`config.mk`:
```
export PLATFORM = sky130hd
export DESIGN_NAME = accumulator_controller
export DESIGN_NICKNAME = d
export VERILOG_FILES = /design/src/rtl/accumulator_ctrl_pkg.sv /design/src/rtl/acc_row_buffer.sv /design/src/rtl/accumulator_controller.sv
export SDC_FILE = /design/constraint.sdc
export NUM_CORES = 1
export LEC_CHECK = 0
export BUFFER_PORTS_ARGS = -buffer_cell sky130_fd_sc_hd__buf_2
export CAP_MARGIN = 25
export CORE_UTILIZATION = 25
export CTS_CLUSTER_DIAMETER = 200
export DETAILED_ROUTE_END_ITERATION = 16
export MAX_ROUTING_LAYER = met4
export PLACE_DENSITY = 0.45
export SYNTH_ARGS = -nofsm -noshare
export SYNTH_HDL_FRONTEND = slang
export SYNTH_SLANG_ARGS = --single-unit
```
`constraint.sdc`:
```
create_clock -name clk -period 3.5 [get_ports clk]
set_input_delay 0.35 -clock clk [delete_from_list [all_inputs] [get_ports clk]]
set_output_delay 0.35 -clock clk [all_outputs]
set_load 0.01 [all_outputs]
```
`src/rtl/accumulator_ctrl_pkg.sv`:
```
// ============================================================================
// accumulator_ctrl_pkg : shared types and helpers for the accumulator control
// Revision: 1.0
// ============================================================================
`default_nettype none

package accumulator_ctrl_pkg;

  typedef enum logic [1:0] {
    IDLE  = 2'd0,
    FILL  = 2'd1,
    DRAIN = 2'd2
  } state_t;

  localparam int DEF_N      = 2;
  localparam int DEF_DATA_W = 8;
  localparam int DEF_ACC_W  = 16;
  localparam int DEF_DEPTH  = 4;
  localparam int PASS_W     = 4;

  // Bit offset of column `col` inside a packed row of `w`-bit lanes.
  function automatic int lane_lo(input int col, input int w);
    return col * w;
  endfunction

endpackage

`default_nettype wire

```
`src/rtl/acc_row_buffer.sv`:
```
// ============================================================================
// acc_row_buffer : DEPTH x N accumulator rows, overwrite/add write port and
//                  combinational read port
// Revision: 1.0
// ============================================================================
`default_nettype none

module acc_row_buffer
  import accumulator_ctrl_pkg::*;
#(
  parameter int N      = DEF_N,
  parameter int DATA_W = DEF_DATA_W,
  parameter int ACC_W  = DEF_ACC_W,
  parameter int DEPTH  = DEF_DEPTH,
  parameter int IDX_W  = 2
) (
  input  logic                clk,
  input  logic                we,
  input  logic                add,
  input  logic [IDX_W-1:0]    waddr,
  input  logic [N*DATA_W-1:0] wdata,
  input  logic [IDX_W-1:0]    raddr,
  output logic [N*ACC_W-1:0]  rdata
);

  logic [N*ACC_W-1:0] mem [DEPTH];

  // Sums truncate to ACC_W, giving modulo-2^ACC_W wrap without saturation.
  always_ff @(posedge clk) begin
    if (we) begin
      for (int c = 0; c < N; c++) begin
        if (add) begin
          mem[waddr][lane_lo(c, ACC_W) +: ACC_W] <=
            mem[waddr][lane_lo(c, ACC_W) +: ACC_W] +
            ACC_W'(wdata[lane_lo(c, DATA_W) +: DATA_W]);
        end else begin
          mem[waddr][lane_lo(c, ACC_W) +: ACC_W] <=
            ACC_W'(wdata[lane_lo(c, DATA_W) +: DATA_W]);
        end
      end
    end
  end

  assign rdata = mem[raddr];

endmodule

`default_nettype wire

```
`src/rtl/accumulator_controller.sv`:
```
// ============================================================================
// accumulator_controller : sequences K-pass accumulation into the row buffer
//                          and drains finished rows over valid/ready
// Revision: 1.0
// ============================================================================
`default_nettype none

module accumulator_controller
  import accumulator_ctrl_pkg::*;
#(
  parameter int N      = DEF_N,
  parameter int DATA_W = DEF_DATA_W,
  parameter int ACC_W  = DEF_ACC_W,
  parameter int DEPTH  = DEF_DEPTH
) (
  input  logic                         clk,
  input  logic                         reset,
  input  logic                         start,
  input  logic [$clog2(DEPTH+1)-1:0]   num_rows,
  input  logic [PASS_W-1:0]            num_passes,
  input  logic                         in_valid,
  input  logic [N*DATA_W-1:0]          in_data,
  output logic                         in_ready,
  output logic                         out_valid,
  output logic [N*ACC_W-1:0]           out_data,
  output logic                         out_last,
  input  logic                         out_ready,
  output logic                         busy,
  output logic                         done,
  output logic                         cfg_err
);

  localparam int ROW_W = $clog2(DEPTH + 1);
  localparam int IDX_W = (DEPTH > 1) ? $clog2(DEPTH) : 1;

  state_t             state;
  logic [IDX_W-1:0]   wr_row;
  logic [IDX_W-1:0]   rd_row;
  logic [IDX_W-1:0]   last_row;
  logic [PASS_W-1:0]  pass;
  logic [PASS_W-1:0]  last_pass;
  logic [N*ACC_W-1:0] rd_data;
  logic               beat;
  logic               cfg_ok;

  assign beat   = in_valid && in_ready;
  assign cfg_ok = (num_rows != '0) && (num_rows <= ROW_W'(DEPTH)) && (num_passes != '0);

  always_ff @(posedge clk) begin
    if (reset) begin
      state     <= IDLE;
      wr_row    <= '0;
      rd_row    <= '0;
      last_row  <= '0;
      pass      <= '0;
      last_pass <= '0;
      in_ready  <= 1'b0;
      out_valid <= 1'b0;
      busy      <= 1'b0;
      done      <= 1'b0;
      cfg_err   <= 1'b0;
    end else begin
      done <= 1'b0;
      case (state)
        IDLE: begin
          if (start) begin
            if (cfg_ok) begin
              last_row  <= IDX_W'(num_rows - ROW_W'(1));
              last_pass <= num_passes - PASS_W'(1);
              wr_row    <= '0;
              rd_row    <= '0;
              pass      <= '0;
              in_ready  <= 1'b1;
              busy      <= 1'b1;
              state     <= FILL;
            end else begin
              cfg_err <= 1'b1;
            end
          end
        end
        FILL: begin
          if (beat) begin
            if (wr_row == last_row) begin
              wr_row <= '0;
              if (pass == last_pass) begin
                in_ready  <= 1'b0;
                out_valid <= 1'b1;
                rd_row    <= '0;
                state     <= DRAIN;
              end else begin
                pass <= pass + PASS_W'(1);
              end
            end else begin
              wr_row <= wr_row + IDX_W'(1);
            end
          end
        end
        DRAIN: begin
          if (out_ready) begin
            if (rd_row == last_row) begin
              out_valid <= 1'b0;
              busy      <= 1'b0;
              done      <= 1'b1;
              state     <= IDLE;
            end else begin
              rd_row <= rd_row + IDX_W'(1);
            end
          end
        end
        default: state <= IDLE;
      endcase
    end
  end

  acc_row_buffer #(
    .N      (N),
    .DATA_W (DATA_W),
    .ACC_W  (ACC_W),
    .DEPTH  (DEPTH),
    .IDX_W  (IDX_W)
  ) u_buf (
    .clk   (clk),
    .we    (beat),
    .add   (pass != '0),
    .waddr (wr_row),
    .wdata (in_data),
    .raddr (rd_row),
    .rdata (rd_data)
  );

  // Buffer contents are undefined until written, so mask them outside DRAIN.
  assign out_data = out_valid ? rd_data : '0;
  assign out_last = out_valid && (rd_row == last_row);

endmodule

`default_nettype wire

```
# Yosys cells after proc, flatten, opt, wreduce, memory -nomap -nowiden
# Memories as Yosys holds them, arrays and structs flattened. A register that Yosys moved wholly into a read port is not among the register bits.
# Index checks and enable logic that the tools add are counted.
totals:
  register_bits: 21
  mem_bits_rw: 128
  input_bits: 28
  output_inout_bits: 38
  n_memories: 1
op_classes:
  addsub: 7
  order_cmp: 1
  n_eq_ne: 14
  mux: 52
  n_bitwise: 5
  n_reduce_logical: 22
memory_table:
  columns: ["name", "words", "width", "rd", "rd_clocked_by_memory_dff", "write_ports", "line_no", "rtl"]
  rows:
  - ["u_buf.mem", 4, 32, 2, 2, 1, "acc_row_buffer.sv:26", "logic [N*ACC_W-1:0] mem [DEPTH];"]
ops:
  columns: ["op", "count"]
  rows:
  - ["2-to-1 mux 2 bit", 20]
  - ["adder 16 x 8 -> 16 bit", 2]
  - ["2-to-1 mux 16 bit", 2]
  - ["2-to-1 mux 32 bit", 1]
  - ["2-to-1 mux 4 bit", 5]
  - ["!= test 2 bit (second input constant)", 9]
  - ["AND reduction 6 bit", 3]
  - ["2-to-1 mux 1 bit", 17]
  - ["case mux 2 bit (3 select lines)", 2]
  - ["case mux 4 bit (2 select lines)", 1]
  - ["AND reduction 8 bit", 1]
  - ["nonzero test 4 bit", 2]
  - ["AND reduction 7 bit", 1]
  - ["case mux 1 bit (2 select lines)", 3]
  - ["AND reduction 3 bit", 2]
  - ["nonzero test 2 bit", 3]
  - ["nonzero test 3 bit", 2]
  - ["AND reduction 5 bit", 1]
  - ["adder 2 x 1 -> 2 bit (second input constant)", 2]
  - ["adder 4 x 1 -> 4 bit (second input constant)", 1]
  - ["== test 2 bit", 2]
  - ["== test 4 bit", 1]
  - ["logical AND 1 bit", 4]
  - ["case mux 2 bit (2 select lines)", 1]
  - ["10 further kinds", 13]

# Depth between registers and ports, before layout
# Gate-level depths: netlist of run 1.
logic_depth:
  depth_word: 8
  depth_mapped: 14

# Cells and area by module
# From an unflattened synthesis of run 1, not the netlist that was laid out.
hier_totals:
  cells_unflattened: 591
  area_unflattened_um2: 8052.7
by_module_without_submodules:
  columns: ["module", "n_inst", "cells_per_inst", "area_each_um2", "seq_area_each_um2"]
  rows:
  - ["acc_row_buffer", 1, 403, 6602.6, 3843.7]
  - ["accumulator_controller", 1, 188, 1450.1, 420.4]

# Worst setup path after synthesis of run 1
# Ideal clock, no wire load.
synth_timing:
  path_type: "register -> register"
  startpoint: "reg (tool-made name)"
  endpoint: "mem u_buf.mem[0][9] (netlist name), data pin"
  setup_time_ps: 277
  arrival_time_ps: 3040
  path_slack_ps: 183
  stages_incl_launch_ff: 13
  path_buffers: 4
  period_less_slack_ps: 3317
  cell_sequence: "dfxtp_1 -> buf_6 -> buf_12 -> buf_4 -> buf_2 -> mux4_2 -> ha_1 -> a21o_1 -> or2_2 -> o32ai_2 -> nor2b_1 -> xnor2_1 -> nor2_1"
synth_lines:
  columns: ["item", "line_no"]
  rows:
  - ["end: declaration", "acc_row_buffer.sv:26"]

==> results.toml, run 1 <==
[timing]
fin_tns_setup_ns = 0
slew_headroom = 0.488
period_minus_slack_ns = 3.24
setup_violations = 0
rsz0062_at_grt = "false"
tightest_slew_ns = 0.766
skew_ns = 0.0128
max_clock_freq_ghz = 0.309
min_period_over_period = 0.925
hold_violations = 0
final_max_slew_viol_count = 0

[drt]
routedWlPerCell_um = 18.5
vias = 4916
viasPerCell = 4.69
wirelength_um = 19400
antenna_left = 0
first_pass_iters = 10
drc_errors = 2
drtIter0Drc = 292

[critical_path]
critPathArrivalTime_ns = 3.47
critical_path_class = "reg -> reg"
worst_setup_path_end_kind = "flop"
cp.required_ns = 3.73
path_buf_inv = 1
ff2ff_setup_slack_ns = 0.26
path_max_fanout = 9
r2r_cells = 9
crit_chain = "buf_4, mux4_2, ha_1, o21a_1, o221ai_2, a31o_2, nor3_1, xnor2_1, nor2_1"
startpoint_type = "flop"
slowest_delay_ns = 0.56
cpMaxStageDelayCell = "dfxtp_2"
cp_top_family = "compound AO/OA/AOI/OAI gates"
timing.rr.end = "u_buf.mem[3][31]"

[layout]
mostFrequentLayoutCell = "edfxtp_1"
area_growth_pct = 17.9
layout.nets = 687
final_cell_mix = "edfxtp_1 (128), buf_2 (65), mux4_2 (56), nor2_1 (40), and2_1 (35)"
fin_cells = 1048
drive_gt1_frac = 0.285
antenna_cells = 0

[die]
die_y_um = 181
num_rows = 65
dieArea_um2 = 32700
initial_core_util = 0.254
core_region_area_um2 = 31600
io-pin-count = 66
die_w_um = 181

[yosys]
ys.flop_type = "edfxtp_1"
avgSynthCellArea_um2 = 14.4
ys_warn_count = 0
synth_edf_count = 128
synthTopCellsByArea = "edfxtp_1 (48%), mux4_2 (16%), dfxtp_1 (6.3%)"
ys_types = 53
ys_ff_latch = 153
synth_top_cell_by_area = "edfxtp_1"
syn_nets = 610
netlist_area_um2 = 8000
syn-instance-count = 556
synth_top_area_share = 0.480
async_flop_share = 0
ys_seq_area_frac = 0.543

[power_and_ir_drop]
p_per_area_nw_per_um2 = 460
ir_drop_uv = 285
p_leak_nw = 3.28

[min_path]
hold_depth = 2
hp-class = "in -> reg"
worstHoldEndpoint = "last_row[0]"
hold_path_startpoint = "num_rows[0]"

[clock_network]
cts_setup_buffers = 0
clk_pin_slew_ns = 0.06
clock_latency_ns = 0.43
cts_buffer_depth = 2
numCtsBuffers = 17
cts_tree = "yes"
htreeDepth = 4
clock-sinks = 153
cts_root_buf = "clkbuf_16"

[place]
io_buffers = 65
post-place-cells = 1016
hpwl_um = 12800
globalplace.congestion = 0.781

[run]
maxCapViolations = 0

[global_routing]
grt-ovfl-total = 0
grt_pass1_vias = 5174
grt_util_all_layers = 0.127
antenna_found_initial = 0
grt_max_degree = 33
grt_pass1_wl_um = 30400

[outcome]
failed_checks = "DRC"
outcome = "finished, violations left"
how the worst max path moves through the flow:
| stage | depth (start not counted) | start | endpoint |
|---|---|---|---|
| 3_3_place_gp | 9 | flop | u_buf.mem[2][15] |
| 3_5_place_dp | 8 | flop | u_buf.mem[3][11] |
| 6_report | 9 | flop | u_buf.mem[3][31] |
| 4_1_cts | 8 | flop | u_buf.mem[3][13] |
| 2_1_floorplan | 12 | flop | u_buf.mem[0][9] |
| 5_1_grt | 9 | flop | u_buf.mem[3][31] |
area by class of cell:
cell class	instances	area [um2]
inverters	16	60.1
well taps	402	503
multi-input cells	363	3490
clock inverters	14	153
fillers	3210	22100
clock buffers	18	429
repair buffers	82	453
flip-flops and latches	153	4350
cell usage after synthesis, types with 5 or more instances:
cell and count:
edfxtp_1 128, mux4_2 56, nor2_1 41, and2_1 35, nand2_1 28, dfxtp_1 25, ha_1 24, o21ai_0 24
xor2_1 21, a21oi_1 18, inv_1 16, xnor2_1 14, clkbuf_1 13, nor3_1 10, nand3_1 9, mux4_1 8
nand2b_1 8, buf_2 7, a211oi_1 6, a21o_1 6, and3_1 5
metrics by stage:
| step | utilization | setup slack [ns] | cell area, um2 | hold WS (ns) | total power, mW |
|---|---|---|---|---|---|
| after global placement | 0.280 | 0.296 | 8840 | 0.448 | 2.53 |
| final | 0.299 | 0.262 | 9440 | 0.121 | 4.34 |
| after floorplan | - | 0.183 | 8000 | 0.446 | 2.41 |
| after global routing | 0.299 | 0.0384 | 9440 | 0.106 | 4.52 |
| after CTS | 0.299 | 0.173 | 9430 | 0.102 | 4.40 |
| after detailed placement | 0.280 | 0.208 | 8840 | 0.465 | 2.54 |
sequential cells by signal, summed over array words and instances (netlist names), named ones only:
name	flops
u_buf.mem	128
last_pass	4
pass	4
last_row	2
rd_row	2
state	2
wr_row	2
busy	1
cfg_err	1
done	1
in_ready	1
out_valid	1
where the power goes:
group / internal (mW) / total [mW] / switching [mW]
clock network: 1.02 / 1.84 / 0.827
registers: 2.06 / 2.08 / 0.0244
logic: 0.169 / 0.419 / 0.251
metal layers:
metal / vias to the layer above / GRT usage / share of wire
met1: 2479 / 0.165 / 0.48
met5: - / - / 0
met2: 99 / 0.204 / 0.48
met4: 0 / 0.0336 / 0.0087
met3: 12 / 0.0240 / 0.033
li1: 2326 / - / -
kinds of logic (layout without fill, tap and decap cells):
| group | Yosys count | in the layout | synth area share |
|---|---|---|---|
| simple gates | 155 | 155 | 0.0990 |
| flops | 153 | 153 | 0.543 |
| compound gates | 78 | 78 | 0.0636 |
| mux | 69 | 69 | 0.191 |
| buf+inv | 40 | 130 | 0.0233 |
| xor+xnor | 35 | 35 | 0.0383 |
| fa+ha+maj | 26 | 26 | 0.0425 |
repair_timing:
action / CTS / global route
endpoints found under the setup margin: 0 / 8
hold buffers: 0 / 0
gates resized for setup: 0 / 1
Power figures use the tool's default switching activity.
==> run 2: changes to the inputs <==
--- a/config.mk
+++ b/config.mk
@@ -7,6 +7,7 @@
 export LEC_CHECK = 0
 export BUFFER_PORTS_ARGS = -buffer_cell sky130_fd_sc_hd__buf_2
 export CAP_MARGIN = 25
+export CORE_ASPECT_RATIO = 1.1
 export CORE_UTILIZATION = 25
 export CTS_CLUSTER_DIAMETER = 200
 export DETAILED_ROUTE_END_ITERATION = 16
==> run 2 against run 1 <==
The run now ends clean. Total power grew 3.0%. Flip-flop and latch count is the same. Critical path type unchanged. Combinational power barely moved. Routed wire length down 1.1%. Worst hold slack improved by 0.011 ns. Critical endpoint is now u_buf.mem[1][31]. Utilization increased by 0.45 points. Clock skew down 0.0042 ns. Via count up 0.14%. Global-route usage shrank 0.17 points. Register-to-register slack better by 0.13 ns. Cell count rose by 1.6%.
==> results.toml, run 2 (synthesis results as in run 1) <==
[power_and_ir_drop]
finalPower_mw = 4.48
ir_drop_uv = 223
p_per_area_nw_per_um2 = 469
p_leak_nw = 3.30

[clock_network]
cts_resized = 0
clock-sinks = 153
cts_tree = "yes"
cts_buffer_depth = 2
htreeDepth = 4
cts_root_buf = "clkbuf_16"
cts_hold_buf = 0
clock_latency_ns = 0.42
numCtsBuffers = 17
cts_setup_buffers = 0
clk_pin_slew_ns = 0.06

[global_routing]
grt_max_degree = 33
grt_pass1_wl_um = 29900
grt_util_all_layers = 0.126
grt_pass1_vias = 5182
grt-ovfl-total = 0
antenna_found_initial = 0

[die]
core_region_area_um2 = 31500
initial_core_util = 0.254
num_rows = 68
io-pin-count = 66
dieArea_um2 = 32700
die_y_um = 190
die_w_um = 173

[critical_path]
r2r_cells = 9
path_max_fanout = 17
worstSetupEndpoint = "u_buf.mem[1][31]"
worst_setup_path_end_kind = "flop"
startpoint_type = "flop"
ff2ff_setup_slack_ns = 0.39
timing.rr.end = "u_buf.mem[1][31]"
critical_path_class = "reg -> reg"
cp.required_ns = 3.73
critPathArrivalTime_ns = 3.33

[place]
post-place-cells = 1033
globalplace.congestion = 0.743
io_buffers = 65
hpwl_um = 12700

[timing]
whs_ns = 0.132
hold_violations = 0
skew_ns = 0.00859
fin_tns_setup_ns = 0
period_minus_slack_ns = 3.11
slew_headroom = 0.611
rsz0062_at_grt = "false"
final_max_slew_viol_count = 0
min_period_over_period = 0.887
setup_violations = 0
max_clock_freq_ghz = 0.322
tightest_slew_ns = 0.578

[drt]
first_pass_iters = 4
routedWlPerCell_um = 18.0
wirelength_um = 19200
antenna_left = 0
wl_met1_um = 8560
dr_wl_met2_um = 9690
drc_errors = 0
vias = 4923
wl_met3_um = 658
viasPerCell = 4.62
drtIter0Drc = 226
maxUsedRoutingLayer = "met4"

[layout]
regMostFlops = "u_buf.mem"
final_cell_mix = "edfxtp_1 (128), buf_2 (65), mux4_2 (56), nor2_1 (40), and2_1 (35)"
fin_cells = 1065
reg_top3 = "u_buf.mem (128), last_pass (4), pass (4)"
layout.nets = 686
drive_gt1_frac = 0.281
mostFrequentLayoutCell = "edfxtp_1"
largest_reg_flops = 128
antenna_cells = 0
area_growth_pct = 19.4
fill_cells = 3172

[outcome]
outcome = "complete, no violations"

[run]
maxCapViolations = 0

[min_path]
hp-class = "in -> reg"
## run 2: changes by cell type in the layout (fill, tap and decap cells not counted)
| cell | before | now |
|---|---|---|
| inv_8 | 5 | 0 |
| clkinvlp_4 | 0 | 2 |
| inv_6 | 5 | 0 |
| o32ai_2 | 0 | 1 |
| o32ai_4 | 1 | 0 |
| buf_12 | 0 | 5 |
| clkinv_1 | 0 | 1 |
| clkinv_2 | 1 | 3 |
| clkbuf_1 | 1 | 2 |
| buf_4 | 17 | 11 |
| bufinv_16 | 1 | 5 |
## run 2: metal layers
layer	global-route usage	vias up
met2	0.213	108
met5	-	-
li1	-	2313
met3	0.0252	20
met1	0.150	2482
met4	0.0391	0
## run 2: through the flow
stage,util,cell area [um2],worst slack [ns]
CTS,0.304,9560,0.280
global route,0.304,9560,0.151
floorplan,-,8000,0.183
global placement,0.283,8920,0.303
detailed placement,0.283,8920,0.301
finish,0.304,9560,0.394
## run 2: layout make-up
class / count / area [um2] / area share
clock buffers: 19 / 433 / 0.0453
well taps: 420 / 526 / 0.0550
clock inverters: 13 / 201 / 0.0211
flip-flops and latches: 153 / 4350 / 0.455
repair buffers: 81 / 508 / 0.0532
inverters: 16 / 60.1 / 0.00629
multi-input cells: 363 / 3480 / 0.364
## run 2: how the worst min path moves through the flow
stage	from	to	slack, ns	cells after the start
global route	num_rows[0]	last_row[0]	0.12	2
CTS	num_rows[0]	last_row[0]	0.11	2
floorplan	num_passes[0]	last_pass[0]	0.45	1
finish	num_rows[0]	last_row[0]	0.13	2
global placement	cfg_err	cfg_err	0.45	2
detailed placement	cfg_err	cfg_err	0.46	2
## run 2: worst max-delay path: stages, from the launching register on
cell and delay (ns):
dfxtp_2 0.37, buf_12 0.21, mux4_2 0.55, ha_1 0.29, a21o_1 0.13, nand4_1 0.28, a31o_2 0.38, nor3_1 0.37
xnor2_1 0.13, nor2_1 0.21
## run 2: report_power, final
group          switching, mW  leakage, nW  internal (mW)
Clock                  0.712        0.304           1.26
Combinational          0.251         1.63          0.171
Sequential            0.0233         1.36           2.06
